**src/rtl/fetch_stage.sv**
```systemverilog
// Instruction-fetch stage: owns the PC, talks req/ack to instruction memory,
// buffers one instruction for IF/ID and raises the IF/ID flush for bubbles.
module fetch_stage #(
    parameter logic [31:0] RESET_PC = 32'h0000_0000
) (
    input  logic        clk_i,
    input  logic        rst_i,
    input  logic        stall_i,
    input  logic        branch_i,
    input  logic [31:0] branch_target_i,
    output logic        imem_req_o,
    output logic [31:0] imem_addr_o,
    input  logic        imem_ack_i,
    input  logic [31:0] imem_data_i,
    output logic [31:0] pc_o,
    output logic [31:0] Instruction_o,
    output logic        valid_o,
    output logic        ifid_flush_o
);

    localparam logic [1:0] FETCH = 2'd0;
    localparam logic [1:0] HOLD  = 2'd1;
    localparam logic [1:0] DROP  = 2'd2;

    logic [31:0] pc_q, pc_d;
    logic [31:0] inst_q, inst_d;
    logic [31:0] instPc_q, instPc_d;
    logic        valid_q, valid_d;
    logic [1:0]  state_q, state_d;
    logic [31:0] dropAddr_q, dropAddr_d;

    always_comb begin
        pc_d       = pc_q;
        inst_d     = inst_q;
        instPc_d   = instPc_q;
        valid_d    = valid_q;
        state_d    = state_q;
        dropAddr_d = dropAddr_q;
        if (branch_i) begin
            // A request already in flight must keep its address until acked,
            // so the redirect waits in DROP while the PC moves ahead.
            pc_d    = {branch_target_i[31:2], 2'b00};
            valid_d = 1'b0;
            case (state_q)
                FETCH: begin
                    if (imem_ack_i) begin
                        state_d = FETCH;
                    end else begin
                        state_d    = DROP;
                        dropAddr_d = pc_q;
                    end
                end
                DROP:    state_d = imem_ack_i ? FETCH : DROP;
                default: state_d = FETCH;
            endcase
        end else begin
            case (state_q)
                FETCH: begin
                    if (imem_ack_i) begin
                        inst_d   = imem_data_i;
                        instPc_d = pc_q;
                        valid_d  = 1'b1;
                        state_d  = HOLD;
                    end
                end
                HOLD: begin
                    if (!stall_i) begin
                        valid_d = 1'b0;
                        pc_d    = pc_q + 32'd4;
                        state_d = FETCH;
                    end
                end
                DROP: begin
                    if (imem_ack_i) begin
                        state_d = FETCH;
                    end
                end
                default: state_d = FETCH;
            endcase
        end
    end

    always_ff @(posedge clk_i) begin
        if (rst_i) begin
            pc_q       <= RESET_PC;
            inst_q     <= 32'd0;
            instPc_q   <= RESET_PC;
            valid_q    <= 1'b0;
            state_q    <= FETCH;
            dropAddr_q <= RESET_PC;
        end else begin
            pc_q       <= pc_d;
            inst_q     <= inst_d;
            instPc_q   <= instPc_d;
            valid_q    <= valid_d;
            state_q    <= state_d;
            dropAddr_q <= dropAddr_d;
        end
    end

    assign imem_req_o    = !rst_i && ((state_q == FETCH) || (state_q == DROP));
    assign imem_addr_o   = (state_q == DROP) ? dropAddr_q : pc_q;
    assign pc_o          = instPc_q;
    assign Instruction_o = inst_q;
    assign valid_o       = valid_q;
    assign ifid_flush_o  = branch_i || (!valid_q && !stall_i);

endmodule
```
**config.mk**
```make
export PLATFORM = sky130hd
export DESIGN_NAME = fetch_stage
export DESIGN_NICKNAME = d
export VERILOG_FILES = /design/src/rtl/fetch_stage.sv
export SDC_FILE = /design/constraint.sdc
export NUM_CORES = 1
export LEC_CHECK = 0
export CAP_MARGIN = 20
export CORE_MARGIN = 3
export CORE_UTILIZATION = 47
export CTS_CLUSTER_DIAMETER = 200
export CTS_CLUSTER_SIZE = 25
export DETAILED_ROUTE_END_ITERATION = 8
export GPL_ROUTABILITY_DRIVEN = 0
export PLACE_DENSITY = 0.89
export SLEW_MARGIN = 20
export SYNTH_ARGS = -nofsm -noshare
export SYNTH_HDL_FRONTEND = slang
export SYNTH_SLANG_ARGS = --single-unit
```
**constraint.sdc**
```tcl
create_clock -name clk_i -period 2.8 [get_ports clk_i]
set_input_delay 0.28 -clock clk_i [delete_from_list [all_inputs] [get_ports clk_i]]
set_output_delay 0.28 -clock clk_i [all_outputs]
set_load 0.01 [all_outputs]
```
==> flow_summary.toml <==
[status]
run_status = "completed"

[critical_path]
crit_fanout = 20
crit_path_max_incr_delay_ns = 0.49
crit-reg2reg-launch = "pc_q[3]"
slowest_stage = "dfxtp_1"
criticalPathCategory = "reg -> out"
path_cells = "nand2b_1 -> buf_4 -> mux2_2 -> clkdlybuf4s50_1"
worst_setup_path_end_kind = "output port"
worstRegToRegCells = 5
critical_path.endpoint = "imem_addr_o[17]"
crit_required_ns = 2.52
worstSetupStartpointType = "register"
worst_r2r_endpoint = "pc_q[24]"
worstPathArrival_ns = 2.29
setup.worst_path.start = "state_q[0]"
r2r_slack_ns = 0.31

[timing]
clock_skew_ns = 0.00789
finalHoldViolCount = 0
timing.setup.tns_ns = 0
timing.final.setup_violations = 0
fmax_mhz = 389
slew-limit-headroom_pct = 53.3
worst_pin_slew_ns = 0.701
final.min_clock_period_ns = 2.57
unrepaired_setup_endpoints_after_global_routing = "no"
drv_slew = 0
fin_crit_sh_pct = 91.9
layout_setup_ws_ns = 0.227

[route]
routed_wire_length_per_instance_um = 16.1
drc = 0
firstDrtPassIters = 5
drt-initial-drc-count = 462
routed_vias = 5482
postRouteAntennaNets = 0
detail_route.wirelength_mm = 15.9
via_per_inst = 5.57

[place]
hpwlAfterDp_mm = 10.5
postPlaceCellArea_um2 = 7180
worst_slack_after_detailed_placement_ns = 0.287
io_buffer_count = 161

[cells_and_area]
synthToLayoutAreaGrowth_pct = 40.7
finish.utilization_pct = 68.0
layout.cells.most_common_list = "200 x nand2_1, 160 x clkdlybuf4s50_1, 125 x dfxtp_1, 97 x a21oi_1, 30 x mux2_2"
design_area_um2 = 7830
fillers = 918
num-nets-final = 899
fraction_of_final_layout_cells_sized_beyond_drive_strength_1_pct = 10.5
antenna_cells_inserted = 0
leading_cell_type_in_the_layout_fill_and_taps_excluded = "nand2_1"

[synthesis]
synthesis.area_per_instance_um2 = 7.94
synth-edff-count = 0
ys_async_sr_fraction_pct = 0
synth.yosys.seq_area_share_pct = 45.0
ys_ff_latch = 125
synthDistinctLibCells = 48
synth_top_cell_area_share_pct = 45.0
synthesized_cell_area_um2 = 5570
netlist.top_cell.by_area = "dfxtp_1"
synth_top_flop_cell = "dfxtp_1"
synth_area_leaders = "dfxtp_1 45%, nand2_1 13%, a21oi_1 8.7%"
synth_warnings = 0
post_synthesis_instance_total = 701

[floorplanning]
initial_utilization_pct = 48.3
overall_die_area_um2 = 13200
core_region_area_um2 = 11500
chipHeight_um = 115
chipWidth_um = 115
placement_rows = 39
top_level_ports = 168

[run]
drv.max_cap_violation_count = 0

[clock_tree]
ctsResizeCount = 0
cts_setup_buffers = 0
cts-buffers-inserted = 17
tritoncts_num_sinks = 125
insertion_delay_ns = 0.42
cts.path.max_buffers = 2
cts.htree.levels = 4
worst_setup_hold_path_clk_slew_ns = 0.05
cts_root_buf = "clkbuf_16"
cts_hold_buf = 0
cts_tree = "built"

[power_and_ir_drop]
pwr_density_cell_nw_per_um2 = 627
irDropWorstVdd_mv = 0.376
leakage_nw = 2.72

[grt]
grt_antenna_before_repair = 0
grt_use_met3_pct = 5.95
grt_overflow = 0
grtUsageMet1_pct = 31.6
largest_net_degree_at_the_start_of_global_routing = 68
grt_first_pass_wirelength_mm = 25.2
grt_usage_pct = 23.9
gr-max-usage-layer = "met2"
via_count_of_the_first_global_routing_pass = 4990
grtUsageMet2_pct = 38.1

[hold_path]
hold_depth = 3
holdCritPathClass = "in -> reg"
==> kinds of logic (layout without fill, tap and decap cells) <==
group	count (synthesis)	in the layout	share of synthesized area, %
compound gates	147	147	15.7
xor+xnor	11	11	1.73
fa+ha+maj	1	1	0.225
buf+inv	78	216	6.18
flops	125	125	45.0
mux	31	31	6.25
other cells	1	4	0.0674
simple gates	307	307	24.9
==> sequential cells by signal, indices dropped and copies added, names as in the netlist <==
| name | count |
|---|---|
| Instruction_o | 32 |
| dropAddr_q | 30 |
| pc_o | 30 |
| pc_q | 30 |
| state_q | 2 |
| valid_o | 1 |
==> critical path: cells and delay by family (launching register included) <==
family	cells	cell delay, ns
buffers and inverters	2	0.78
AND/OR/NAND/NOR	1	0.20
flip-flops	1	0.49
multiplexers	1	0.39
==> cell type report <==
cell class | count | area, um2 | share of cell area [%]
clock buffers | 21 | 460 | 5.88
inverters | 6 | 22.5 | 0.288
repair buffers | 178 | 1740 | 22.2
flip-flops and latches | 125 | 2500 | 31.9
clock inverters | 11 | 189 | 2.41
multi-input cells | 501 | 2740 | 35.0
well taps | 143 | 179 | 2.28
==> routing by layer <==
metal,vias to the layer above,share of wire (%)
met4,0,1.8
met5,-,0
met2,225,47
met3,25,6.7
li1,2660,-
met1,2572,45
==> how the worst min path moves through the flow <==
stage	from	endpoint	slack [ns]
2_1_floorplan	imem_ack_i	state_q[1]	0.36
3_3_place_gp	dropAddr_q[15]	dropAddr_q[15]	0.44
3_5_place_dp	Instruction_o[24]	Instruction_o[24]	0.45
4_1_cts	rst_i	state_q[0]	0.26
5_1_grt	rst_i	state_q[0]	0.29
6_report	rst_i	state_q[0]	0.28
==> report_power, final <==
| group | switching (mW) | internal (mW) |
|---|---|---|
| Combinational | 0.263 | 0.298 |
| Sequential | 0.0870 | 1.86 |
| Clock | 0.787 | 1.62 |
| Total | 1.14 | 3.78 |
==> synthesized netlist by cell type, types with 4 or more instances <==
master	number
nor4_1	5
nand4_1	11
a21oi_1	97
and2_1	7
nor3_1	9
a31oi_1	6
nor2_1	27
buf_2	11
inv_1	6
or4_1	15
buf_4	5
nand3_1	8
a311oi_1	12
xnor2_1	8
or3_1	7
and3_1	4
nand2_1	200
dfxtp_1	125
clkbuf_1	49
o31ai_1	9
a211oi_1	8
mux2_2	30
==> per-stage QoR <==
step           power [mW]  hold slack, ns  instances
6_report             4.91           0.284        985
5_1_grt              5.07           0.295        985
4_1_cts              4.93           0.259        985
3_5_place_dp         2.53           0.446        953
3_3_place_gp         2.52           0.439        953
2_1_floorplan        2.24           0.359        704
Note: power is estimated with default switching activity, not from simulation.
